<file path="config.mk">
export PLATFORM = sky130hd
export DESIGN_NAME = fp_addsub_issue_ctrl
export DESIGN_NICKNAME = d
export VERILOG_FILES = /design/src/rtl/fp_feeder_pkg.sv /design/src/rtl/valid_delay_line.sv /design/src/rtl/fp_addsub_issue_ctrl.sv
export SDC_FILE = /design/constraint.sdc
export NUM_CORES = 1
export LEC_CHECK = 0
export CAP_MARGIN = 40
export CORE_MARGIN = 1.5
export CORE_UTILIZATION = 51
export DETAILED_ROUTE_END_ITERATION = 6
export DONT_BUFFER_PORTS = 1
export PLACE_DENSITY = 0.68
export SLEW_MARGIN = 20
export SYNTH_ARGS = -nofsm -noshare
export SYNTH_HDL_FRONTEND = slang
export SYNTH_SLANG_ARGS = --single-unit
</file>
<file path="constraint.sdc">
create_clock -name clk -period 2 [get_ports clk]
set_clock_uncertainty 0.2 [all_clocks]
set_input_delay 0.3 -clock clk [delete_from_list [all_inputs] [get_ports clk]]
set_output_delay 0.3 -clock clk [all_outputs]
set_load 0.01 [all_outputs]
</file>
<file path="src/rtl/fp_feeder_pkg.sv">
// Shared definitions for the FP adder feeder: state encoding, data width
// and the adder wrapper's default pipeline latency.
package fp_feeder_pkg;

    typedef enum logic [1:0] {
        IDLE,
        READ,
        DRAIN,
        DONE
    } state_t;

    localparam int unsigned FP_W            = 32;
    localparam int unsigned DEFAULT_LATENCY = 8;

endpackage

</file>
<file path="src/rtl/valid_delay_line.sv">
// LATENCY-deep shift register that tracks issued operand pairs through the
// adder pipeline; cleared by rst so in-flight results are never written.
module valid_delay_line #(
    parameter int unsigned LATENCY = 8
) (
    input  logic clk,
    input  logic rst,
    input  logic in_bit,
    output logic out_bit
);

    logic [LATENCY-1:0] r_sr;

    always_ff @(posedge clk) begin
        if (rst) begin
            r_sr <= '0;
        end else begin
            r_sr[0] <= in_bit;
            for (int unsigned i = 1; i < LATENCY; i++) begin
                r_sr[i] <= r_sr[i-1];
            end
        end
    end

    assign out_bit = r_sr[LATENCY-1];

endmodule

</file>
<file path="src/rtl/fp_addsub_issue_ctrl.sv">
// Reads LEN operand pairs, issues them to the fixed-latency FP add/sub and
// writes the results back. Optional read stall input: FEEDER_STALL_EN.
module fp_addsub_issue_ctrl
    import fp_feeder_pkg::*;
#(
    parameter int unsigned LATENCY = DEFAULT_LATENCY,
    parameter int unsigned ADDR_W  = 4
) (
    input  logic              clk,
    input  logic              rst,
    input  logic              start,
    input  logic [ADDR_W:0]   len,
    input  logic              op_in,
`ifdef FEEDER_STALL_EN
    input  logic              stall,
`endif
    output logic              rd_en,
    output logic [ADDR_W-1:0] rd_addr,
    input  logic [FP_W-1:0]   rd_data_a,
    input  logic [FP_W-1:0]   rd_data_b,
    output logic [FP_W-1:0]   add_a,
    output logic [FP_W-1:0]   add_b,
    output logic              add_op,
    output logic              add_ce,
    input  logic [FP_W-1:0]   adder_result,
    output logic              result_valid,
    output logic              wr_en,
    output logic [ADDR_W-1:0] wr_addr,
    output logic [FP_W-1:0]   wr_data,
    output logic              busy,
    output logic              done
);

    localparam logic [ADDR_W:0] CNT_ONE = (ADDR_W+1)'(1);

    state_t            r_state;
    logic [ADDR_W:0]   r_len;
    logic [ADDR_W:0]   r_rd_cnt;
    logic [ADDR_W:0]   r_wr_cnt;
    logic              r_reading;
    logic              r_issue;
    logic              r_busy;
    logic              r_done;
    logic              r_add_op;
    logic [FP_W-1:0]   r_add_a;
    logic [FP_W-1:0]   r_add_b;

    logic              w_rd_fire;
    logic              w_last_rd;
    logic              w_last_wr;
    logic              w_tap;

`ifdef FEEDER_STALL_EN
    assign w_rd_fire = r_reading & ~stall;
`else
    assign w_rd_fire = r_reading;
`endif

    assign w_last_rd = (r_rd_cnt == r_len - CNT_ONE);
    assign w_last_wr = (r_wr_cnt == r_len - CNT_ONE);

    // r_issue marks the cycle the RAM presents a pair; it is captured into
    // add_a/add_b and pushed into the delay line on the same edge.
    valid_delay_line #(
        .LATENCY (LATENCY)
    ) u_vdl (
        .clk     (clk),
        .rst     (rst),
        .in_bit  (r_issue),
        .out_bit (w_tap)
    );

    always_ff @(posedge clk) begin
        if (rst) begin
            r_state   <= IDLE;
            r_len     <= '0;
            r_rd_cnt  <= '0;
            r_wr_cnt  <= '0;
            r_reading <= 1'b0;
            r_issue   <= 1'b0;
            r_busy    <= 1'b0;
            r_done    <= 1'b0;
            r_add_op  <= 1'b0;
            r_add_a   <= '0;
            r_add_b   <= '0;
        end else begin
            r_issue <= w_rd_fire;
            if (r_issue) begin
                r_add_a <= rd_data_a;
                r_add_b <= rd_data_b;
            end
            if (w_tap) begin
                r_wr_cnt <= r_wr_cnt + CNT_ONE;
            end

            unique case (r_state)
                IDLE: begin
                    if (start) begin
                        r_len    <= len;
                        r_add_op <= op_in;
                        r_rd_cnt <= '0;
                        r_wr_cnt <= '0;
                        if (len == '0) begin
                            r_state <= DONE;
                            r_done  <= 1'b1;
                        end else begin
                            r_state   <= READ;
                            r_reading <= 1'b1;
                            r_busy    <= 1'b1;
                        end
                    end
                end
                READ: begin
                    if (w_rd_fire) begin
                        if (w_last_rd) begin
                            r_reading <= 1'b0;
                            r_state   <= DRAIN;
                        end else begin
                            r_rd_cnt <= r_rd_cnt + CNT_ONE;
                        end
                    end
                end
                DRAIN: begin
                    if (w_tap && w_last_wr) begin
                        r_state <= DONE;
                        r_done  <= 1'b1;
                        r_busy  <= 1'b0;
                    end
                end
                DONE: begin
                    r_done  <= 1'b0;
                    r_state <= IDLE;
                end
                default: r_state <= IDLE;
            endcase
        end
    end

    assign rd_en        = w_rd_fire;
    assign rd_addr      = r_rd_cnt[ADDR_W-1:0];
    assign add_a        = r_add_a;
    assign add_b        = r_add_b;
    assign add_op       = r_add_op;
    assign add_ce       = r_busy;
    assign busy         = r_busy;
    assign done         = r_done;
    assign result_valid = w_tap;
    assign wr_en        = w_tap;
    assign wr_addr      = r_wr_cnt[ADDR_W-1:0];
    assign wr_data      = adder_result;

endmodule

</file>
## Word-level counts from Yosys, hierarchy flattened

Index checks and enable logic that the tools add are counted.

- $add $sub $neg: 3
- Equality and inequality tests: 12
- Multiplexer cells: 24
- Reduce and logical (&&, ||, !) cells: 12

Operators by type and width:

| kind | number |
|---|---|
| 2-to-1 mux 5 bit | 6 |
| AND reduction 4 bit | 4 |
| inequality test 2 bit, second input constant | 7 |
| adder 5 x 1 -> 5 bit, second input constant | 2 |
| equality test 5 bit | 2 |
| 2-to-1 mux 2 bit | 5 |
| case mux 5 bit (2 select lines) | 1 |
| 2-to-1 mux 1 bit | 8 |
| case mux 2 bit (4 select lines) | 1 |
| logical NOT 5 bit | 1 |
| subtractor 5 x 1 -> 5 bit, second input constant | 1 |
| equality test 2 bit, second input constant | 2 |
| case mux 1 bit (2 select lines) | 2 |
| nonzero test 2 bit | 2 |
| case mux 1 bit (3 select lines) | 1 |
| AND reduction 3 bit | 1 |
| nonzero test 3 bit | 1 |
| equality test 2 x 1 -> 1 bit, second input constant | 1 |
| logical NOT 2 bit | 1 |
| AND reduction 2 bit | 1 |
| logical AND 1 bit | 1 |

- Bits in registers: 94
- Input port bits: 105
- Output and inout bits: 111
- Logic and storage cells: 63

## Depth between registers and ports, before layout

Gate-level depths: netlist of the first run.

- Depth after elaboration: 5
- Gate-level depth with buffers: 8
- Gate-level depth less buffers: 7

## Cells and area by module

Synthesis of the first run repeated with hierarchy kept, for this count alone.

- Cells, all modules: 413
- Area, all modules: 4065.1 um2

Modules (own cells, without submodules):

| module | times used | cells an instance | area each (um2) |
|---|---|---|---|
| fp_addsub_issue_ctrl | 1 | 397 | 3854.9 |
| valid_delay_line | 1 | 16 | 210.2 |

## Least setup slack after synthesis of the first run

OpenSTA, ideal clock, no wires.

- Path kind: flip-flop to flip-flop
- From: register r_len[0]
- To: register r_state[1]
- Data arrival time: 1.836 ns
- Required time: 1.677 ns
- Setup slack: -0.159 ns
- Cell stages (with the launch flop): 8
- Period minus slack after synthesis: 2.159 ns
- Cells stage by stage: dfxtp_1 inv_1 ha_1 xnor2_1 nor4b_1 a41o_1 nand3_1 mux2_1

- Longest elaborated chain between the ends: 5

RTL lines:

| what | line | RTL |
|---|---|---|
| from (decl) | fp_addsub_issue_ctrl.sv:37 | `logic [ADDR_W:0] r_len;` |
| from (signal assigned) | fp_addsub_issue_ctrl.sv:99 | `r_len <= len;` |
| subtractor 5 x 1 -> 5 bit * | fp_addsub_issue_ctrl.sv:59, fp_addsub_issue_ctrl.sv:60 |  |
| equality test 5 bit | fp_addsub_issue_ctrl.sv:60 | `assign w_last_wr = (r_wr_cnt == r_len - CNT_ONE);` |
| logical AND 1 bit | fp_addsub_issue_ctrl.sv:124 | `if (w_tap && w_last_wr) begin` |
| inequality test 2 bit (no source line) | -- |  |
| AND reduction 4 bit (no source line) * | -- |  |
| to (signal assigned) | fp_addsub_issue_ctrl.sv:125 | `r_state <= DONE;` |
| to (signal assigned) | fp_addsub_issue_ctrl.sv:132 | `r_state <= IDLE;` |
| to (signal assigned) | fp_addsub_issue_ctrl.sv:134 | `default: r_state <= IDLE;` |
| to (decl) | fp_addsub_issue_ctrl.sv:36 | `state_t r_state;` |

Every way passes the cells marked *; elsewhere a longest branch is shown, timed or not.
A chain may end at the register's enable or synchronous reset.

## Final worst setup path of the first run

- From: register r_len[1]
- To: register r_rd_cnt[2]

- Longest elaborated chain between the ends: 4

RTL lines:

| what | line | RTL |
|---|---|---|
| subtractor 5 x 1 -> 5 bit | fp_addsub_issue_ctrl.sv:59 | `assign w_last_rd = (r_rd_cnt == r_len - CNT_ONE);` |
| equality test 5 bit | fp_addsub_issue_ctrl.sv:59 |  |
| inequality test 2 bit (no source line) | -- |  |
| AND reduction 4 bit (no source line) | -- |  |
| to (signal assigned) | fp_addsub_issue_ctrl.sv:119 | `r_rd_cnt <= r_rd_cnt + CNT_ONE;` |
| to (decl) | fp_addsub_issue_ctrl.sv:38 | `logic [ADDR_W:0] r_rd_cnt;` |

Every way passes these cells.

==> out/metrics.cfg, run 1 <==
[status]
outcome=complete, but fails checks
failed_checks=negative setup slack

[flow_run]
maxCapViolCount=0

[synth]
ys_seq_area_share_pct=46.5
ys_ff_latch=94
yosys.area_share.simple_pct=15.2
synth_xor_xnor_area_share_pct=3.68
yosys.area.top_type_share_pct=46.5
synthAdderAreaFrac_pct=2.16
synth.avg_cell_area_sq_um=9.66
yosysUniqueCellTypes=41
syn-cell-area_sq_um=4050
synthMuxAreaShare_pct=17.1
yosysTopAreaCell=dfxtp_1
syn_inst=419
synth_nets=531
ys_top_cells_by_area=dfxtp_1 (46%), mux2i_1 (17%), buf_4 (7.8%)
synth-compound-area-share_pct=4.76
synth_top_family_by_area=multiplexers
yosys_warnings=0

[global_route]
grt_pass1_wl_mm=15.8
grt_pass1_vias=3181
grt-ovfl-total=0
grt_max_degree=74
antenna_found_initial=0
globalRouteTotalUtil_pct=23.8

[critical_path]
start_kind=flip-flop
reg2reg_from=r_len[1]
path_max_fanout=3
setup.worst_path.start=r_len[1]
r2r_cells=7
critPathTopFamily=compound AO/OA/AOI/OAI gates
cp_cell_sequence=inv_2 > ha_4 > xor2_1 > o211ai_1 > a311o_1 > o211ai_2 > mux2i_1
cp-endpoint=r_rd_cnt[2]
worst-path-buf-inv=1
cp-end-kind=flip-flop
crit_cells=7
slowest_stage=a311o_1
r2r_setup_slack_ps=-60
critical-path-max-stage-delay_ps=420
r2r_end=r_rd_cnt[2]
critical_path_required_ps=2080
path_class=flip-flop to flip-flop
worst_ep_arrival_time_ps=2140

[clock_tree]
cts.sinks=94
clk_transition_reported_paths_ps=100
numCtsBuffers=9
clk-insertion-delay-late_ps=350
cts_buffer_depth=2
cts_tree=done
ctsRootBufferMaster=clkbuf_8
cts.htree.levels=3

[floorplanning]
die_w_um=92.1
core-area_sq_um=7690
die_area_sq_um=8480
die_y_um=92.1
initial_core_util_pct=52.7
placementRows=32
ioPinCount=216

[detailed_routing]
via_per_inst=5.29
first_pass_iters=4
drt_iter0_markers=119
drc_errors=0
dr_total_vias=3082
wire_per_inst_um=17.3
ant_nets=0
wl_mm=10.1

[place]
place_congestion=0.814
hpwl_mm=5.75
dpl.cell_count=486
io_buffers=0
dp_slack_ps=-106

[timing]
fin_ws_ps=-58.6
finalSetupViolations=3
rsz0062_at_grt=true
period_share_pct=103
hold_viol=0
fin_crit_ps=2060
worstMarginPinSlew_ps=451
report.final.slew_viol_count=0
fmax_mhz=486
max_slew_margin_pct=69.7
fin_hold_ws_ps=26.9

[power_and_ir_drop]
ir_drop_mv=0.523
p_per_area_nw_per_um2=981
leakagePower_nw=2.02

[cells_and_area]
num-fill-cells=595
fin_cells=583
n_antenna_cell=0
layout-drive-gt1-share_pct=17.0
final_cell_mix=dfxtp_1 (87), nor2_1 (77), dlygate4sd3_1 (77), mux2i_1 (68), buf_4 (29)
nets=589
final_common_cell=dfxtp_1
area_growth_pct=27.6

[min_path]
holdCritPathClass=input pin to flip-flop

==> metal layers <==
| metal | wire length [um] | GRT usage [%] | up-vias |
|---|---|---|---|
| met5 | 0 | 0 | - |
| li1 | - | - | 1473 |
| met3 | 673 | 6.80 | 31 |
| met4 | 264 | 10.0 | 0 |
| met2 | 4980 | 40.6 | 140 |
| met1 | 4170 | 27.9 | 1438 |
==> Yosys cell counts <==
cell type / n
dfxtp_1: 94
nor2_1: 77
mux2i_1: 68
buf_4: 42
nand2_1: 14
a21oi_1: 13
nand3_1: 12
clkbuf_1: 11
nor2b_1: 11
xnor2_1: 9
xor2_1: 8
ha_1: 7
inv_1: 6
buf_2: 5
buf_1: 4
o21ai_0: 4
or3_1: 3
a311oi_1: 2
a41oi_1: 2
nand2b_1: 2
nand3b_1: 2
nand4_1: 2
nor3_1: 2
o21ai_1: 2
a21o_1: 1
a311o_1: 1
a31o_2: 1
a31oi_1: 1
a41o_1: 1
and3b_1: 1
buf_6: 1
mux2_1: 1
nor2b_4: 1
nor3_2: 1
nor3b_1: 1
nor4_1: 1
nor4b_1: 1
nor4bb_1: 1
o211ai_1: 1
o211ai_2: 1
or3_4: 1
==> power by group <==
| part | switching [W] | internal [W] |
|---|---|---|
| Sequential | 0.000208 | 0.00205 |
| Combinational | 0.000745 | 0.000816 |
| Clock | 0.000669 | 0.000582 |
==> state kept, by name, indices dropped and copies added, names as in the netlist <==
signal / count
add_b: 32
r_issue: 1
u_vdl.r_sr: 8
add_a: 32
add_ce: 1
r_wr_cnt: 5
r_state: 2
r_rd_cnt: 5
rd_en: 1
add_op: 1
done: 1
r_len: 5
==> per-stage QoR <==
step	area, sq um	util, %	TNS (ps)	total power (W)
after floorplan	4060	-	-179	0.00312
after global placement	4010	52.1	-32.2	0.00340
after detailed placement	4010	52.1	-356	0.00343
after CTS	5060	65.8	0	0.00495
after global routing	5160	67.2	-648	0.00535
final	5160	67.2	-98.3	0.00507
==> layout make-up <==
cell class | instances | area (sq um) | share of cell area, %
multi-input combinational | 256 | 1870 | 36.2
clock inverter | 6 | 70.1 | 1.36
inverter | 6 | 22.5 | 0.436
tap | 102 | 128 | 2.47
sequential | 94 | 1890 | 36.7
timing repair buffer | 110 | 1060 | 20.5
clock buffer | 9 | 124 | 2.40
==> worst min path at each step <==
stage                        from            end  slack (ps)  cells past startpoint
floorplan           u_vdl.r_sr[0]  u_vdl.r_sr[1]         210                      1
global placement              rst        r_issue         170                      1
detailed placement            rst        r_issue         170                      1
CTS                           rst    r_wr_cnt[3]          10                      2
global route                  rst    r_wr_cnt[1]          30                      2
finish                        rst    r_wr_cnt[3]          30                      2
==> logic make-up (layout without fill, tap and decap cells) <==
group,count (synthesis),count (layout)
flops,94,94
simple gates,133,133
buf+inv,69,131
mux,69,69
xor+xnor,17,17
fa+ha+maj,7,7
compound gates,30,30
==> timing repair <==
action / CTS / global route
pin swaps: 3 / 15
hold endpoints to repair: 89 / 0
hold buffers: 78 / 0
setup endpoints to repair: 8 / 24
gates resized for setup: 10 / 23
buffers inserted: 2 / 2
(Power assumes the default switching activity.)
==> run 2: changes to the inputs <==
Settings changed: PLACE_DENSITY 0.68 to 0.65, SLEW_MARGIN 20 to 0.
Clock period 2 ns to 2.2 ns, I/O delays scaled along.
==> run 2 against run 1 <==
Effect of this change: sequential share of layout area rose by 1.9 points; maximum frequency fell by 2.4%; critical path type unchanged; the flow now finishes without violations; wire length shrank 5.0%; sequential power fell by 8%; core utilization down 3.4 points; power is 13% lower; global-route usage is 1.8 points lower; clock power about the same; cell area is 5.0% lower; clock-buffer cell count grew 1.
==> out/metrics.cfg, run 2 (same netlist as run 1, synthesis figures left out) <==
[status]
outcome=completed

[global_route]
globalRouteTotalUtil_pct=22.1
antenna_found_initial=0
grt-ovfl-total=0
grt_max_degree=85
grt_pass1_vias=3043
grt_pass1_wl_mm=14.7

[timing]
max_slew_margin_pct=74.7
hold_viol=0
fin_crit_ps=2110
fin_setup_tns_ps=0
report.final.slew_viol_count=0
fin_ws_ps=90.2
finalSetupViolations=0
worstMarginPinSlew_ps=374
period_share_pct=95.9
fmax_mhz=474
fin_hold_ws_ps=23.2

[cells_and_area]
area_growth_pct=21.1
final_common_cell=dfxtp_1
final_cell_mix=dfxtp_1 (90), nor2_1 (77), dlygate4sd3_1 (72), mux2i_1 (68)
n_antenna_cell=0
layout-drive-gt1-share_pct=9.98
fin_cells=563
nets=568

[place]
dp_slack_ps=59.5
hpwl_mm=5.56
dpl.cell_count=473
place_congestion=0.843
io_buffers=0

[critical_path]
worst_ep_arrival_time_ps=2150
path_max_fanout=5
start_kind=flip-flop
critical_path_required_ps=2240
cp-end-kind=flip-flop
path_class=flip-flop to flip-flop

[clock_tree]
cts_buffer_depth=2
clk-insertion-delay-late_ps=350
cts_tree=done
cts.sinks=94
ctsRootBufferMaster=clkbuf_8
numCtsBuffers=9
clk_transition_reported_paths_ps=90
cts.htree.levels=3

[power_and_ir_drop]
ir_drop_mv=0.408
leakagePower_nw=1.89
fin_total_pwr_w=0.00439
p_per_area_nw_per_um2=895

[detailed_routing]
dr_total_vias=2999
first_pass_iters=4
wire_per_inst_um=17.0
drt_iter0_markers=130
via_per_inst=5.33
drc_errors=0
ant_nets=0
wl_mm=9.58

[floorplanning]
ioPinCount=216
die_y_um=92.1
die_w_um=92.1
die_area_sq_um=8480
core-area_sq_um=7690
initial_core_util_pct=52.7
placementRows=32

[flow_run]
maxCapViolCount=0

[min_path]
holdCritPathClass=input pin to flip-flop

run 2: layout make-up:
cell class / instances / area (sq um)
tap: 102 / 128
fill: 636 / 2780
multi-input combinational: 256 / 1760
inverter: 6 / 22.5
sequential: 94 / 1890
clock inverter: 6 / 77.6
clock buffer: 10 / 138
timing repair buffer: 89 / 893
run 2: final timing paths:
path,end,slack [ps],cells after the start,from
min,add_op,20,2,start
min reg2reg,u_vdl.r_sr[7],240,1,u_vdl.r_sr[6]
max reg2reg,r_state[1],90,6,r_len[1]
max,r_state[1],90,6,r_len[1]
run 2: stage by stage:
step | utilization (%) | instance area, sq um
2_1_floorplan | - | 4050
3_3_place_gp | 50.9 | 3910
3_5_place_dp | 50.9 | 3910
4_1_cts | 63.4 | 4870
5_1_grt | 63.8 | 4900
6_report | 63.8 | 4900
run 2: where the power goes:
| part | switching [W] | internal, W | leakage (nW) |
|---|---|---|---|
| registers | 0.000206 | 0.00186 | 0.766 |
| clock network | 0.000660 | 0.000579 | 0.107 |
| logic | 0.000558 | 0.000526 | 1.01 |
| total | 0.00142 | 0.00296 | 1.89 |
run 2: repair_timing:
item                                    CTS  global route
hold endpoints to repair                 89             0
setup buffers                             0             1
hold buffers                             73             0
resized for setup                         0             9
endpoints found under the setup margin    0             7
run 2: per-layer routing:
| metal | track usage, % | part of all wire (%) | vias up |
|---|---|---|---|
| met5 | 0 | 0 | - |
| met4 | 11.7 | 3.0 | 0 |
| met3 | 5.14 | 6.8 | 29 |
| met2 | 38.3 | 50 | 140 |
| li1 | - | - | 1433 |
| met1 | 25.0 | 40 | 1397 |
run 2: worst max-delay path: stages (launching register included):
cell,delay (ps)
dfxtp_2,360
inv_1,50
ha_1,220
or3_4,420
a41oi_1,280
nand3_1,160
mux2_1,320
